==> config.mk <==
export PLATFORM = sky130hd
export DESIGN_NAME = vga_timing_gen_flat
export DESIGN_NICKNAME = d
export VERILOG_FILES = /design/src/rtl/vga_pkg.sv /design/src/rtl/vga_timing_gen_if.sv /design/src/rtl/pixel_tick_div.sv /design/src/rtl/vga_timing_gen.sv /design/src/flat_wrapper.sv
export SDC_FILE = /design/constraint.sdc
export NUM_CORES = 1
export LEC_CHECK = 0
export ABC_AREA = 1
export CAP_MARGIN = 20
export CORE_MARGIN = 2
export CORE_UTILIZATION = 40
export CTS_BUF_LIST = sky130_fd_sc_hd__clkbuf_4
export DETAILED_ROUTE_END_ITERATION = 8
export GPL_ROUTABILITY_DRIVEN = 0
export SLEW_MARGIN = 20
export SYNTH_ARGS = -nofsm -noshare
export SYNTH_HDL_FRONTEND = slang
export SYNTH_SLANG_ARGS = --single-unit
==> constraint.sdc <==
create_clock -name clk -period 2.8 [get_ports clk]
set_clock_uncertainty 0.1 [all_clocks]
set_input_delay 0.7 -clock clk [delete_from_list [all_inputs] [get_ports clk]]
set_output_delay 0.7 -clock clk [all_outputs]
set_load 0.005 [all_outputs]
==> src/rtl/vga_pkg.sv <==
// Shared 640x480@60 screen geometry, sync polarity and small decode helpers.
// Draw logic imports these constants instead of hard-coding screen sizes.
package vga_pkg;

  localparam int VGA_CLK_DIV  = 4;
  localparam int VGA_H_ACTIVE = 640;
  localparam int VGA_H_FP     = 16;
  localparam int VGA_H_SYNC   = 96;
  localparam int VGA_H_BP     = 48;
  localparam int VGA_H_TOTAL  = VGA_H_ACTIVE + VGA_H_FP + VGA_H_SYNC + VGA_H_BP;
  localparam int VGA_V_ACTIVE = 480;
  localparam int VGA_V_FP     = 10;
  localparam int VGA_V_SYNC   = 2;
  localparam int VGA_V_BP     = 33;
  localparam int VGA_V_TOTAL  = VGA_V_ACTIVE + VGA_V_FP + VGA_V_SYNC + VGA_V_BP;

  localparam int COORD_W = 10;
  localparam int FCNT_W  = 8;

  // Both syncs are active low for this mode.
  localparam logic SYNC_ACTIVE = 1'b0;

  typedef logic [COORD_W-1:0] coord_t;

  function automatic logic in_window(coord_t v, coord_t lo, coord_t hi_excl);
    return (v >= lo) && (v < hi_excl);
  endfunction

  function automatic logic sync_level(logic in_pulse);
    return in_pulse ? SYNC_ACTIVE : ~SYNC_ACTIVE;
  endfunction

endpackage

==> src/rtl/vga_timing_gen_if.sv <==
// Raster timing bundle: the generator drives it, draw/animation logic reads it.
interface vga_timing_gen_if;
  import vga_pkg::*;

  logic              p_tick;
  coord_t            x;
  coord_t            y;
  logic              hsync;
  logic              vsync;
  logic              video_on;
  logic              frame_start;
  logic [FCNT_W-1:0] frame_cnt;

  modport master (output p_tick, x, y, hsync, vsync, video_on, frame_start, frame_cnt);
  modport slave  (input  p_tick, x, y, hsync, vsync, video_on, frame_start, frame_cnt);
endinterface

==> src/rtl/pixel_tick_div.sv <==
// Board-clock divider producing a one-clock pixel-enable strobe every CLK_DIV clocks.
module pixel_tick_div
  import vga_pkg::*;
#(
  parameter int CLK_DIV = VGA_CLK_DIV
) (
  input  logic clk,
  input  logic reset_n,
  output logic p_tick
);

  localparam int              DIV_W    = $clog2(CLK_DIV);
  localparam logic [DIV_W-1:0] DIV_LAST = DIV_W'(CLK_DIV - 1);
  localparam logic [DIV_W-1:0] DIV_ONE  = DIV_W'(1);
  localparam logic [DIV_W-1:0] DIV_ZERO = DIV_W'(0);

  logic [DIV_W-1:0] div_cnt_q, div_cnt_d;
  logic             p_tick_q, p_tick_d;

  // Next divider count; the strobe is registered from the next count so it is high while div_cnt == CLK_DIV-1.
  always_comb begin
    div_cnt_d = div_cnt_q;
    if (div_cnt_q == DIV_LAST) begin
      div_cnt_d = DIV_ZERO;
    end else begin
      div_cnt_d = div_cnt_q + DIV_ONE;
    end
    p_tick_d = (div_cnt_d == DIV_LAST);
  end

  // Divider state and strobe registers.
  always_ff @(posedge clk or negedge reset_n) begin
    if (!reset_n) begin
      div_cnt_q <= DIV_ZERO;
      p_tick_q  <= 1'b0;
    end else begin
      div_cnt_q <= div_cnt_d;
      p_tick_q  <= p_tick_d;
    end
  end

  assign p_tick = p_tick_q;

endmodule

==> src/rtl/vga_timing_gen.sv <==
// VGA raster timing generator: pixel strobe, h/v counters and registered decode
// outputs aligned with the coordinates they describe.
module vga_timing_gen
  import vga_pkg::*;
#(
  parameter int CLK_DIV  = VGA_CLK_DIV,
  parameter int H_ACTIVE = VGA_H_ACTIVE,
  parameter int H_FP     = VGA_H_FP,
  parameter int H_SYNC   = VGA_H_SYNC,
  parameter int H_BP     = VGA_H_BP,
  parameter int V_ACTIVE = VGA_V_ACTIVE,
  parameter int V_FP     = VGA_V_FP,
  parameter int V_SYNC   = VGA_V_SYNC,
  parameter int V_BP     = VGA_V_BP
) (
  input  logic             clk,
  input  logic             reset_n,
  vga_timing_gen_if.master vga
);

  localparam coord_t H_LAST = coord_t'(H_ACTIVE + H_FP + H_SYNC + H_BP - 1);
  localparam coord_t V_LAST = coord_t'(V_ACTIVE + V_FP + V_SYNC + V_BP - 1);
  localparam coord_t H_ACT  = coord_t'(H_ACTIVE);
  localparam coord_t V_ACT  = coord_t'(V_ACTIVE);
  localparam coord_t HS_BEG = coord_t'(H_ACTIVE + H_FP);
  localparam coord_t HS_END = coord_t'(H_ACTIVE + H_FP + H_SYNC);
  localparam coord_t VS_BEG = coord_t'(V_ACTIVE + V_FP);
  localparam coord_t VS_END = coord_t'(V_ACTIVE + V_FP + V_SYNC);

  logic              p_tick_s;
  coord_t            x_q, x_d, y_q, y_d;
  logic              hsync_q, hsync_d, vsync_q, vsync_d;
  logic              video_on_q, video_on_d, frame_start_q, frame_start_d;
  logic [FCNT_W-1:0] frame_cnt_q, frame_cnt_d;

  pixel_tick_div #(.CLK_DIV(CLK_DIV)) u_tick_div (
    .clk     (clk),
    .reset_n (reset_n),
    .p_tick  (p_tick_s)
  );

  // Raster counters advance only on pixel-enable edges.
  always_comb begin
    x_d = x_q;
    y_d = y_q;
    if (p_tick_s) begin
      if (x_q == H_LAST) begin
        x_d = 10'd0;
        if (y_q == V_LAST) begin
          y_d = 10'd0;
        end else begin
          y_d = y_q + 10'd1;
        end
      end else begin
        x_d = x_q + 10'd1;
      end
    end else begin
      x_d = x_q;
      y_d = y_q;
    end
  end

  // Decode from the next coordinates so registered outputs line up with x/y;
  // holding until the first tick keeps video_on low at (0,0) after reset.
  always_comb begin
    hsync_d       = hsync_q;
    vsync_d       = vsync_q;
    video_on_d    = video_on_q;
    frame_start_d = frame_start_q;
    frame_cnt_d   = frame_cnt_q;
    if (p_tick_s) begin
      hsync_d       = sync_level(in_window(x_d, HS_BEG, HS_END));
      vsync_d       = sync_level(in_window(y_d, VS_BEG, VS_END));
      video_on_d    = (x_d < H_ACT) && (y_d < V_ACT);
      frame_start_d = (x_d == 10'd0) && (y_d == V_ACT);
      frame_cnt_d   = frame_start_d ? (frame_cnt_q + 8'd1) : frame_cnt_q;
    end else begin
      frame_cnt_d   = frame_cnt_q;
    end
  end

  // Counter and decode registers; reset drops any sync pulse in progress.
  always_ff @(posedge clk or negedge reset_n) begin
    if (!reset_n) begin
      x_q           <= 10'd0;
      y_q           <= 10'd0;
      hsync_q       <= ~SYNC_ACTIVE;
      vsync_q       <= ~SYNC_ACTIVE;
      video_on_q    <= 1'b0;
      frame_start_q <= 1'b0;
      frame_cnt_q   <= 8'd0;
    end else begin
      x_q           <= x_d;
      y_q           <= y_d;
      hsync_q       <= hsync_d;
      vsync_q       <= vsync_d;
      video_on_q    <= video_on_d;
      frame_start_q <= frame_start_d;
      frame_cnt_q   <= frame_cnt_d;
    end
  end

  assign vga.p_tick      = p_tick_s;
  assign vga.x           = x_q;
  assign vga.y           = y_q;
  assign vga.hsync       = hsync_q;
  assign vga.vsync       = vsync_q;
  assign vga.video_on    = video_on_q;
  assign vga.frame_start = frame_start_q;
  assign vga.frame_cnt   = frame_cnt_q;

endmodule

==> src/flat_wrapper.sv <==
// flat-port wrapper written by rule: the top's interface ports become plain ports
module vga_timing_gen_flat import vga_pkg::*;
#(
  parameter int CLK_DIV  = VGA_CLK_DIV,
  parameter int H_ACTIVE = VGA_H_ACTIVE,
  parameter int H_FP     = VGA_H_FP,
  parameter int H_SYNC   = VGA_H_SYNC,
  parameter int H_BP     = VGA_H_BP,
  parameter int V_ACTIVE = VGA_V_ACTIVE,
  parameter int V_FP     = VGA_V_FP,
  parameter int V_SYNC   = VGA_V_SYNC,
  parameter int V_BP     = VGA_V_BP
)
  (clk, reset_n, vga_p_tick, vga_x, vga_y, vga_hsync, vga_vsync, vga_video_on, vga_frame_start, vga_frame_cnt);
  vga_timing_gen_if vga_i ();
  input  logic clk;
  input  logic reset_n;
  output wire logic [$bits(vga_i.p_tick)-1:0] vga_p_tick;
  output wire logic [$bits(vga_i.x)-1:0] vga_x;
  output wire logic [$bits(vga_i.y)-1:0] vga_y;
  output wire logic [$bits(vga_i.hsync)-1:0] vga_hsync;
  output wire logic [$bits(vga_i.vsync)-1:0] vga_vsync;
  output wire logic [$bits(vga_i.video_on)-1:0] vga_video_on;
  output wire logic [$bits(vga_i.frame_start)-1:0] vga_frame_start;
  output wire logic [$bits(vga_i.frame_cnt)-1:0] vga_frame_cnt;
  assign vga_p_tick = vga_i.p_tick;
  assign vga_x = vga_i.x;
  assign vga_y = vga_i.y;
  assign vga_hsync = vga_i.hsync;
  assign vga_vsync = vga_i.vsync;
  assign vga_video_on = vga_i.video_on;
  assign vga_frame_start = vga_i.frame_start;
  assign vga_frame_cnt = vga_i.frame_cnt;
  vga_timing_gen #(.CLK_DIV(CLK_DIV), .H_ACTIVE(H_ACTIVE), .H_FP(H_FP), .H_SYNC(H_SYNC), .H_BP(H_BP), .V_ACTIVE(V_ACTIVE), .V_FP(V_FP), .V_SYNC(V_SYNC), .V_BP(V_BP)) u_core (.clk(clk), .reset_n(reset_n), .vga(vga_i));
endmodule
---- Word-level counts from Yosys, hierarchy flattened ----
Index checks and enable logic that the tools add are counted.
storage, ports and cells
  register bits after elaboration ......... 35
  bits of input ports ..................... 2
  logic and storage cells ................. 38
operators by class
  add/subtract/negate cells ............... 4
  order comparisons ....................... 6
  equality and inequality tests ........... 5
  mux-type cells .......................... 8
  reductions and logical operators ........ 6
operators with widths
  cell                                                                    number
  10-bit two-way mux                                                      5
  10-bit by 1-bit adder with 10-bit output, second input constant         2
  10-bit equality test, second input constant                             2
  10-bit < comparator, second input constant                              2
  10-bit by 9-bit < comparator with 1-bit output, second input constant   2
  10-bit by 9-bit equality test with 1-bit output, second input constant  1
  10-bit >= comparator, second input constant                             1
  10-bit by 9-bit >= comparator with 1-bit output, second input constant  1
  10-bit zero test                                                        1
  8-bit by 1-bit adder with 8-bit output, second input constant           1
  2-bit equality test, second input constant                              2
  1-bit logical AND                                                       4
  2-bit by 1-bit adder with 2-bit output, second input constant           1
  1-bit two-way mux                                                       2
  2-bit two-way mux                                                       1
  2-bit AND reduction                                                     1

---- Depth between registers and ports, before layout ----
  depth after elaboration ................. 7
  depth in mapped cells ................... 16
  depth with buffers taken out ............ 16

---- Modules after synthesis ----
Synthesis repeated with hierarchy kept, for this count alone.
unflattened totals
  cells, all modules ...................... 312
  area, all modules ....................... 2234.6 um^2
modules (own cells, without submodules)
  module          times used  cells an instance  area an instance (um^2)  seq. area each (um^2)
  vga_timing_gen  1           304                2123.3                   803.3
  pixel_tick_div  1           8                  111.4                    75.1

---- Worst setup path after synthesis ----
OpenSTA, ideal clock, no wires.
  path kind ............................... register -> register
  start point ............................. register u_core.y_q[0] (netlist: u_core.vga.y[0])
  end point ............................... register u_core.frame_cnt_q[7] (netlist: u_core.vga.frame_cnt[7])
  library setup time ...................... 113 ps
  arrival ................................. 1847 ps
  data required time ...................... 2587 ps
  slack ................................... 740 ps
  cell stages (with the launch flop) ...... 16
  path buffers ............................ 1
  period minus slack after synthesis ...... 2060 ps
  cell sequence ........................... dfrtp_1 inv_1 ha_1 nand2_1 nor2_1 nand4_1 inv_1 o21ai_0 nand2_1 nor2_4 nand2_2 nor2_8 buf_8 nand4_1 nand2_1 inv_1
between the ends
  longest elaborated chain between the ends .. 7
  elaborated cells on any way between the ends .. 8
  classes of those cells .................. 1 x add/sub; 2 x eq/ne; 3 x mux; 2 x reduce/logical
RTL lines
  what                                                                              line                                        RTL
  start: declaration                                                                vga_timing_gen.sv:31                        coord_t x_q, x_d, y_q, y_d;
  start signal: assignment                                                          vga_timing_gen.sv:94                        y_q <= y_d;
  10-bit by 1-bit adder with 10-bit output or 10-bit equality test (tied branches)  vga_timing_gen.sv:52, vga_timing_gen.sv:49
  10-bit two-way mux                                                                vga_timing_gen.sv:49                        if (y_q == V_LAST) begin
  10-bit two-way mux                                                                vga_timing_gen.sv:47                        if (x_q == H_LAST) begin
  10-bit two-way mux (*)                                                            vga_timing_gen.sv:46                        if (p_tick_s) begin
  10-bit by 9-bit equality test with 1-bit output (*)                               vga_timing_gen.sv:75                        frame_start_d = (x_d == 10'd0) && (y_d == V_ACT);
  1-bit logical AND (*)                                                             vga_timing_gen.sv:75
  2-bit AND reduction (no line) (*)                                                 n/a
  end signal: assignment                                                            vga_timing_gen.sv:99                        frame_cnt_q <= frame_cnt_d;
  end: declaration                                                                  vga_timing_gen.sv:34                        logic [FCNT_W-1:0] frame_cnt_q, frame_cnt_d;
Every way passes the cells marked *; elsewhere a longest branch is shown, timed or not.
A chain may end at the register's enable or synchronous reset.

---- Worst setup path after layout ----
  start point ............................. register u_core.u_tick_div.p_tick_q (netlist: u_core.u_tick_div.p_tick)
  end point ............................... output vga_p_tick
RTL lines
  what                      line                  RTL
  start: declaration        pixel_tick_div.sv:18  logic p_tick_q, p_tick_d;
  start signal: assignment  pixel_tick_div.sv:38  p_tick_q <= p_tick_d;
  end: declaration          flat_wrapper.sv:18    output wire logic [$bits(vga_i.p_tick)-1:0] vga_p_tick;
No word-level cell between the ends.

==> impl_metrics.csv <==
group,metric,value,unit
timing,fin_crit_sh,0.858,
clocking,root_buffer,"clkbuf_4",
clocking,cts_buffer_depth,2,
run,maxCapViolations,0,
pwr,total_power,0.000807,W
cells_and_area,drive_gt1_frac,0.123,
cells_and_area,syn2layout_area_growth,20.5,%
die,start_util,0.414,
yosys,syn_avg_cell_area,7.15,sq um
setup_path,worstPathRequired,2000,ps
clocking,clkLatencyLatePin,360,ps
cells_and_area,nets,366,
global_route,grt_pass1_wl,9090,um
detailed_routing,viasPerCell,4.90,
clocking,cts_tree,"done",
yosys,yosysTopAreaCell,"dfrtp_1",
placed_design,io_buffers,34,
timing,slew_headroom,0.689,
detailed_routing,vias,2110,
clocking,cts_resized,0,
outcome,status,"finished clean",
timing,fmax,0.416,GHz
detailed_routing,wl_per_cell,11.9,um
timing,worstMarginPinSlew,466,ps
setup_path,worstReg2RegStart,"u_core.vga.y[0]",
pwr,ir_drop,0.000216,V
yosys,yosysTopAreaCellShare,0.362,
hold_path,hold_class,"reg -> reg",
setup_path,r2r_cells,13,
cells_and_area,seqCellArea,878,sq um
setup_path,reg2reg_to,"u_core.vga.frame_cnt[6]",
detailed_routing,wl,5150,um
detailed_routing,ant_nets,0,
timing,setup_tns,0,ps
timing,final_max_slew_viol_count,0,
pwr,power_density,293,mW/mm^2
die,fp.dieH,79.5,um
clocking,clk_pin_slew,120,ps
detailed_routing,drc,0,
yosys,postSynthNetCount,327,
clocking,holdBufCountCts,0,
global_route,antenna_found_initial,0,
setup_path,path_max_fanout,14,
die,die_area,0.00632,sq mm
global_route,grt-ovfl-total,0,
setup_path,endpoint,"vga_p_tick",
timing,hold_viol,0,
clocking,htree_levels,2,
cells_and_area,antenna_cells,0,
placed_design,dp_hpwl,3900,um
setup_path,start_kind,"register",
setup_path,critPathArrivalTime,1600,ps
detailed_routing,first_iter_violations,123,
timing,min_period,2400,ps
timing,rsz0062_at_grt,"no",
cells_and_area,multi_input_comb_area,0.00114,sq mm
yosys,yosys_register_bits,35,
cells_and_area,fin_util,0.499,
pwr,p_leak,1.41,nW
yosys,synth_warnings,0,
setup_path,end_kind,"output port",
die,rows,27,
yosys,synthTopCellsByArea,"dfrtp_1 (36%), nand2_1 (15%), inv_1 (8.9%), nand3_1 (6.6%), nor2_1 (4.8%)",
die,coreArea,0.00551,sq mm
global_route,grt_pass1_vias,2034,
die,ioPinCount,35,
setup_path,r2r_slack,430,ps
setup_path,crit_start,"u_core.u_tick_div.p_tick",
yosys,ys_seq_area_frac,0.385,
setup_path,crit_type,"reg -> out",
global_route,grt_max_degree,36,
clocking,cts_sinks,35,
detailed_routing,drt-pass1-iter-count,5,
yosys,synth_cell_types,30,
global_route,track_usage,0.180,
clocking,postCtsSetupBuffers,0,
yosys,syn_inst,319,
yosys,syn_area,0.00228,sq mm
die,die_width,79.5,um
timing,setup-violations-final,0,
cells_and_area,nFillCells,544,
clocking,cts_buffers,5,
cell usage after synthesis (all sizes together):
library cell	number
buf	3
o21ai	10
inv	59
a21oi	9
nand3b	1
xnor2	1
nor4	1
dfstp	2
clkbuf	1
nor2	39
xor2	1
dfrtp	33
nor3	3
nand4	16
ha	6
nand3	33
nand2	101
cell families (layout without fill, tap and decap cells):
family,count (synthesis),in the layout,synth area share
adder cells (fa/ha/maj),6,6,0.0329
AND/OR/NAND/NOR,194,194,0.413
buffers and inverters,63,103,0.114
AO/OA/AOI/OAI,19,19,0.0483
flip-flops,35,35,0.385
XOR/XNOR,2,2,0.00768
worst max-delay path: stages (launching register included):
cell	delay (ps)
dfrtp_1	470
buf_4	250
clkdlybuf4s50_1	530
power breakdown:
part | switching, W | leakage, nW | internal (W)
registers | 0 | 0.463 | 0.000505
logic | 0.0000100 | 0.923 | 0.00000213
clock network | 0.000193 | 0.0272 | 0.0000959
total | 0.000203 | 1.41 | 0.000604
final cells by class:
cell class | instances | share of cell area
Timing Repair Buffer | 36 | 0.129
Clock inverter | 3 | 0.00728
Inverter | 59 | 0.0815
Tap cell | 72 | 0.0328
Sequential cell | 35 | 0.320
Clock buffer | 5 | 0.0137
Multi-Input combinational cell | 221 | 0.416
metrics by stage:
step / hold WS [ps] / instances / setup slack (ps) / instance area (sq um)
floorplan: 304 / 319 / 740 / 2280
global placement: 346 / 423 / 435 / 2690
detailed placement: 348 / 423 / 455 / 2690
CTS: 366 / 431 / 384 / 2750
global route: 412 / 431 / 180 / 2750
finish: 359 / 431 / 399 / 2750
flip-flops by register name (all words and copies together) (netlist names):
signal / cells
u_core.vga.hsync: 1
u_core.u_tick_div.p_tick: 1
u_core.vga.y: 10
u_core.vga.vsync: 1
u_core.vga.x: 10
u_core.vga.video_on: 1
u_core.vga.frame_start: 1
u_core.u_tick_div.div_cnt_q: 2
u_core.vga.frame_cnt: 8
how the worst min path moves through the flow:
stage / startpoint / to / slack (ps) / cells past startpoint
finish: u_core.u_tick_div.div_cnt_q[0] / u_core.u_tick_div.div_cnt_q[0] / 360 / 1
detailed placement: u_core.u_tick_div.div_cnt_q[0] / u_core.u_tick_div.div_cnt_q[0] / 350 / 1
CTS: u_core.u_tick_div.div_cnt_q[0] / u_core.u_tick_div.div_cnt_q[0] / 370 / 1
global route: u_core.u_tick_div.div_cnt_q[0] / u_core.u_tick_div.div_cnt_q[0] / 410 / 1
global placement: u_core.u_tick_div.div_cnt_q[0] / u_core.u_tick_div.div_cnt_q[0] / 350 / 1
floorplan: reset_n / u_core.u_tick_div.div_cnt_q[0] / 300 / 0
cells in the final DEF (no fill, tap or decap), types with 6 or more instances in the layout:
cell	instances
nand3_1	30
nand4_1	16
nand2_2	9
o21ai_0	7
nand2_1	92
ha_1	6
dfrtp_1	33
nor2_1	29
inv_1	54
clkdlybuf4s50_1	34
metal layers:
metal / vias up / part of all wire / global-route usage
met2: 48 / 0.46 / 0.287
met3: 11 / 0.041 / 0.0351
met4: 0 / 0.015 / 0.0500
li1: 1079 / - / -
met1: 972 / 0.49 / 0.247
met5: - / 0 / 0
(Power assumes the default switching activity.)
